--- src/rtl/p_div_pow2_reg.sv ---
// p_div_pow2_reg
//   Registered divide-by-2^SHIFT for perceptron datapaths (INT or FXP).
//   The operand is realigned from the input fixed-point format to the output
//   format, then rounded according to CARRYUP. Finally it is either saturated
//   or wrapped to the output precision. Latency is one clock.
//
//   Optional feature macro: P_DIV_POW2_SAT_EN
//     defined   : out-of-range results clamp to the nearest bound, sat=1
//     undefined : out keeps the low O_PREC bits (wrap), sat tied to 0
//
//   Parameters (the I_* / O_* groups are the dconf_t fields {dtype, sign, prec, frac}):
//     SHIFT    divide exponent (>=1)
//     CARRYUP  0 floor, 1 round half up, 2 round up if any discarded bit set
//     *_DTYPE  0 = INT (frac forced to 0), 1 = FXP
//     *_SIGN   1 = two's complement, 0 = unsigned
//     *_PREC   bit width
//     *_FRAC   fractional bits
//
//   Ports:
//     clk        rising-edge clock
//     reset      synchronous, active-high
//     in_valid   sample in this cycle
//     in         operand, I_PREC bits
//     out_valid  registered in_valid
//     rem        raw low SHIFT bits of the sampled operand
//     out        rounded quotient, O_PREC bits
//     sat        result was clipped
module p_div_pow2_reg #(
  parameter int SHIFT   = 2,
  parameter int CARRYUP = 1,
  parameter int I_DTYPE = 0,
  parameter int I_SIGN  = 1,
  parameter int I_PREC  = 8,
  parameter int I_FRAC  = 0,
  parameter int O_DTYPE = 0,
  parameter int O_SIGN  = 1,
  parameter int O_PREC  = 8,
  parameter int O_FRAC  = 0
) (
  input  logic              clk,
  input  logic              reset,
  input  logic              in_valid,
  input  logic [I_PREC-1:0] in,
  output logic              out_valid,
  output logic [SHIFT-1:0]  rem,
  output logic [O_PREC-1:0] out,
  output logic              sat
);

  localparam int IFR   = (I_DTYPE == 0) ? 0 : I_FRAC;
  localparam int OFR   = (O_DTYPE == 0) ? 0 : O_FRAC;
  localparam int FDIFF = (OFR > IFR) ? (OFR - IFR) : (IFR - OFR);
  localparam int W     = I_PREC + FDIFF + 2;
  localparam int E     = SHIFT + IFR - OFR;
  localparam int EPOS  = (E > 0) ? E : 0;

  // The working width covers the realigned operand, the full output range
  // plus a sign bit, and every discarded bit. The +1 headroom keeps the
  // rounding increment and the range compare free of overflow.
  localparam int QW0 = (W > O_PREC + 1) ? W : (O_PREC + 1);
  localparam int QW  = ((QW0 > EPOS + 1) ? QW0 : (EPOS + 1)) + 1;
  localparam logic [QW-1:0] ONE = QW'(1);

  generate
    if (SHIFT < 1) begin : g_err_shift
      $error("p_div_pow2_reg: SHIFT must be >= 1");
    end
    if (I_DTYPE != O_DTYPE) begin : g_err_dtype
      $error("p_div_pow2_reg: I_DTYPE and O_DTYPE must match");
    end
    if (CARRYUP < 0 || CARRYUP > 2) begin : g_err_carry
      $error("p_div_pow2_reg: CARRYUP must be 0, 1 or 2");
    end
  endgenerate

  logic signed [QW-1:0] ext;
  logic signed [QW-1:0] q;
  logic [O_PREC-1:0]    res;
  logic                 sat_d;
  logic [SHIFT-1:0]     rem_d;

  always_comb begin
    ext = '0;
    if (I_SIGN != 0) ext = {{(QW-I_PREC){in[I_PREC-1]}}, in};
    else             ext = {{(QW-I_PREC){1'b0}}, in};
  end

  generate
    if (SHIFT <= I_PREC) begin : g_rem_slice
      assign rem_d = in[SHIFT-1:0];
    end else begin : g_rem_pad
      assign rem_d = {{(SHIFT-I_PREC){1'b0}}, in};
    end
  endgenerate

  generate
    if (E > 0) begin : g_rshift
      localparam logic [QW-1:0] MASK = (ONE << E) - ONE;
      localparam logic [QW-1:0] HALF = ONE << (E - 1);
      logic [QW-1:0]        d;
      logic                 up;
      logic signed [QW-1:0] fl;
      // The floor is computed on its own so the arithmetic shift is never
      // demoted to a logical shift by mixing with unsigned operands. Because
      // the floor is taken first, negative ties round toward +inf.
      always_comb begin
        fl = ext >>> E;
        d  = ext & MASK;
        up = 1'b0;
        if (CARRYUP == 1)      up = (d >= HALF);
        else if (CARRYUP == 2) up = (d != '0);
        q = fl + $signed({{(QW-1){1'b0}}, up});
      end
    end else begin : g_lshift
      localparam int LS = -E;
      always_comb begin
        q = ext <<< LS;
      end
    end
  endgenerate

`ifdef P_DIV_POW2_SAT_EN
  localparam logic signed [QW-1:0] HI = (O_SIGN != 0) ? ((ONE << (O_PREC - 1)) - ONE)
                                                      : ((ONE << O_PREC) - ONE);
  localparam logic signed [QW-1:0] LO = (O_SIGN != 0) ? -(ONE << (O_PREC - 1)) : '0;

  // A negative q against an unsigned output falls below LO (= 0) and clamps to 0.
  always_comb begin
    res   = q[O_PREC-1:0];
    sat_d = 1'b0;
    if (q > HI) begin
      res   = HI[O_PREC-1:0];
      sat_d = 1'b1;
    end else if (q < LO) begin
      res   = LO[O_PREC-1:0];
      sat_d = 1'b1;
    end
  end
`else
  logic q_unused;
  assign q_unused = ^q[QW-1:O_PREC];

  always_comb begin
    res   = q[O_PREC-1:0];
    sat_d = 1'b0;
  end
`endif

  // The result registers only load on accepted samples, so they hold between
  // samples. out_valid follows in_valid on every cycle.
  always_ff @(posedge clk) begin
    if (reset) begin
      out_valid <= 1'b0;
      out       <= '0;
      rem       <= '0;
      sat       <= 1'b0;
    end else begin
      out_valid <= in_valid;
      if (in_valid) begin
        out <= res;
        rem <= rem_d;
        sat <= sat_d;
      end
    end
  end

endmodule

--- config.mk ---
export PLATFORM = sky130hd
export DESIGN_NAME = p_div_pow2_reg
export DESIGN_NICKNAME = d
export VERILOG_FILES = /design/src/rtl/p_div_pow2_reg.sv
export SDC_FILE = /design/constraint.sdc
export NUM_CORES = 1
export LEC_CHECK = 0
export CAP_MARGIN = 20
export CORE_AREA = 2 2 39 41
export DETAILED_ROUTE_END_ITERATION = 8
export DIE_AREA = 0 0 41 43
export GPL_TIMING_DRIVEN = 0
export PLACE_DENSITY = 0.75
export SLEW_MARGIN = 20
export SYNTH_ARGS = -nofsm -noshare
export SYNTH_HDL_FRONTEND = slang
export SYNTH_SLANG_ARGS = --single-unit
--- constraint.sdc ---
create_clock -name clk -period 1.49 [get_ports clk]
set_input_delay 0.298 -clock clk [delete_from_list [all_inputs] [get_ports clk]]
set_output_delay 0.298 -clock clk [all_outputs]
set_load 0.1 [all_outputs]
==> metrics.yaml <==
sta:
  final-hold-violation-count: 0
  drv_slew: 0
  hold_ws_ns: 0.3423
  period_share: 0.9710
  final.setup.tns_ns: 0
  max_slew.worst_pin.slew_ns: 0.5446
  finClkSkew_ns: 0
  fin_crit_ns: 1.447
  slew_headroom: 0.6386
  grt_setup_unrepaired: "false"
  finalSetupViolations: 0
  fmax_mhz: 691.2
power:
  leakagePower_nw: 0.2924
  power_density_nw_per_um2: 1123
  ir_drop_mv: 0.4302
place:
  place_congestion: 0.6698
  placed_cells: 83
  port_buffers: 20
  hpwl_um: 643.2
floorplan:
  die_y_um: 43
  fp.coreArea_um2: 1384
  start_util: 0.3201
  dieWidth_um: 41
  rows: 14
  ios: 23
  die_area_um2: 1763
detailed_routing:
  routed_wl_um: 886
  drc: 0
  drtIter0Drc: 6
  vias_per_cell: 4.616
  wl_per_cell_um: 10.30
  vias: 397
  first_pass_iters: 3
  antenna_left: 0
finish:
  nets: 84
  antenna_cells: 0
  fill_cells: 148
  drive_gt1_frac: 0.3286
  multiInputGateArea_um2: 225.2
  register_area_um2: 201.4
  area_growth_pct: 61.58
  final_core_util: 0.5172
  fin_cells: 86
yosys:
  synthTopCellsByCount: "10 x dfxtp_1, 8 x nor2_1, 4 x mux2i_1"
  synth_area_leader_cell: "dfxtp_1"
  synth.top_cell.area_share: 0.4520
  synth_most_common_cell: "dfxtp_1"
  yosys-top-cells-area: "dfxtp_1 45%, mux2i_1 9.0%, nor2_1 6.8%, ha_1 5.6%, a211oi_1 5.1%"
  synth_ff_type: "dfxtp_1"
  synth-edff-count: 0
  async_flop_share: 0
  ys.warnings.count: 0
  synth-seq-cells: 10
  syn_inst: 47
  syn-num-nets: 60
  synth_cell_types: 21
  syn_area_um2: 442.9
  avgSynthCellArea_um2: 9.424
  ys_seq_area_frac: 0.4520
worst_setup_path:
  slowest_delay_ns: 0.54
  startpoint_type: "flip-flop"
  required_ns: 1.19
  cp.arrival_ns: 1.15
  worst-path-buf-inv: 1
  crit_path_end_kind: "output port"
  cpMaxStageDelayCell: "clkdlybuf4s18_2"
  crit_type: "reg -> out"
  crit_fanout: 2
  cp_top_family: "buffers and inverters"
  path_cells: "clkdlybuf4s18_2"
clock_network:
  clockRootBuffer: "clkbuf_4"
  clk_pin_slew_ns: 0.07
  cts.htree.levels: 1
  cts_tree: "yes"
  cts.path.max_buffers: 2
  ctsHoldBuffers: 0
  clock_latency_ns: 0.26
  cts_inserted_buffers: 3
  cts.sinks: 10
  post_cts_buffers: 0
global_routing:
  grt_pass1_vias: 365
  grtUsageTotal: 0.1179
  antenna_found_initial: 0
  grt_max_degree: 11
  gr-total-overflow: 0
  grt_pass1_wl_mm: 1.428
flow_run:
  cap_violations: 0
outcome:
  status: "finished, final reports clean"
worst_hold_path:
  hold_class: "in -> reg"
-- registers in the layout, indices dropped and copies added, names as in the netlist --
| signal | cells |
|---|---|
| out | 7 |
| out_valid | 1 |
| rem | 2 |
-- power by group --
part	internal (mW)	switching (mW)
Combinational	0.0728	0.196
Sequential	0.286	0.00821
Clock	0.148	0.0926
-- kinds of logic after synthesis --
| family | Yosys count | synth area share |
|---|---|---|
| xor gates and xnor gates | 3 | 0.05933 |
| muxes | 4 | 0.09040 |
| adders and majority gates | 2 | 0.05649 |
| AOI/OAI and AO/OA | 6 | 0.09320 |
| buffers and inverters | 5 | 0.06213 |
| DFF | 10 | 0.4520 |
| and+or+nand+nor | 16 | 0.1780 |
| other | 1 | 0.008466 |
-- final timing paths --
| kind | start | endpoint | slack (ns) | depth (start not counted) |
|---|---|---|---|---|
| hold reg to reg | out[6] | out[6] | 0.48 | 2 |
| setup / recovery | rem[1] | rem[1] | 0.04 | 1 |
| hold / removal | in[1] | rem[1] | 0.34 | 3 |
| setup reg to reg | out[3] | out[3] | 0.82 | 2 |
-- placed cells by master (no fill, tap or decap), types with 2 or more instances in the layout --
| cell | netlist | final |
|---|---|---|
| ha_2 | 0 | 2 |
| clkbuf_4 | 0 | 3 |
| a211oi_1 | 3 | 2 |
| clkdlybuf4s15_2 | 0 | 7 |
| nand3_1 | 2 | 2 |
| clkdlybuf4s50_1 | 0 | 8 |
| xor2_1 | 2 | 2 |
| dfxtp_1 | 10 | 9 |
| clkdlybuf4s18_2 | 0 | 3 |
| mux2i_1 | 4 | 4 |
| buf_4 | 2 | 3 |
| nor2_1 | 8 | 8 |
-- metrics by stage --
step | total power, mW | instance area, um^2 | setup WS (ns)
after floorplan | 0.4987 | 444.2 | 0.1597
after global placement | 0.5724 | 664.4 | -0.3264
after detailed placement | 0.5739 | 664.4 | -0.3348
after CTS | 0.8135 | 709.4 | 0.02203
after global routing | 0.8406 | 715.7 | 0.0009031
final | 0.8037 | 715.7 | 0.04325
-- per-layer routing --
layer  track usage  share of wire
met3       0.03141          0.082
met1        0.1629           0.45
met2        0.1625           0.46
met5             0              0
met4       0.06000              0
-- timing repair --
| action | in CTS | in global routing |
|---|---|---|
| endpoints found under the setup margin | 13 | 5 |
| gates resized for setup | 35 | 6 |
| cloned | 0 | 0 |
| pin swaps | 1 | 4 |
-- final cells by class --
type                    instances  share of cell area
well taps                      16             0.02797
clock buffers                   4             0.05070
flip-flops and latches         10              0.2815
repair buffers                 20              0.2920
multi-input cells              32              0.3147
plain buffers                   4             0.03322
No activity file was read; power rests on OpenSTA's default activity.
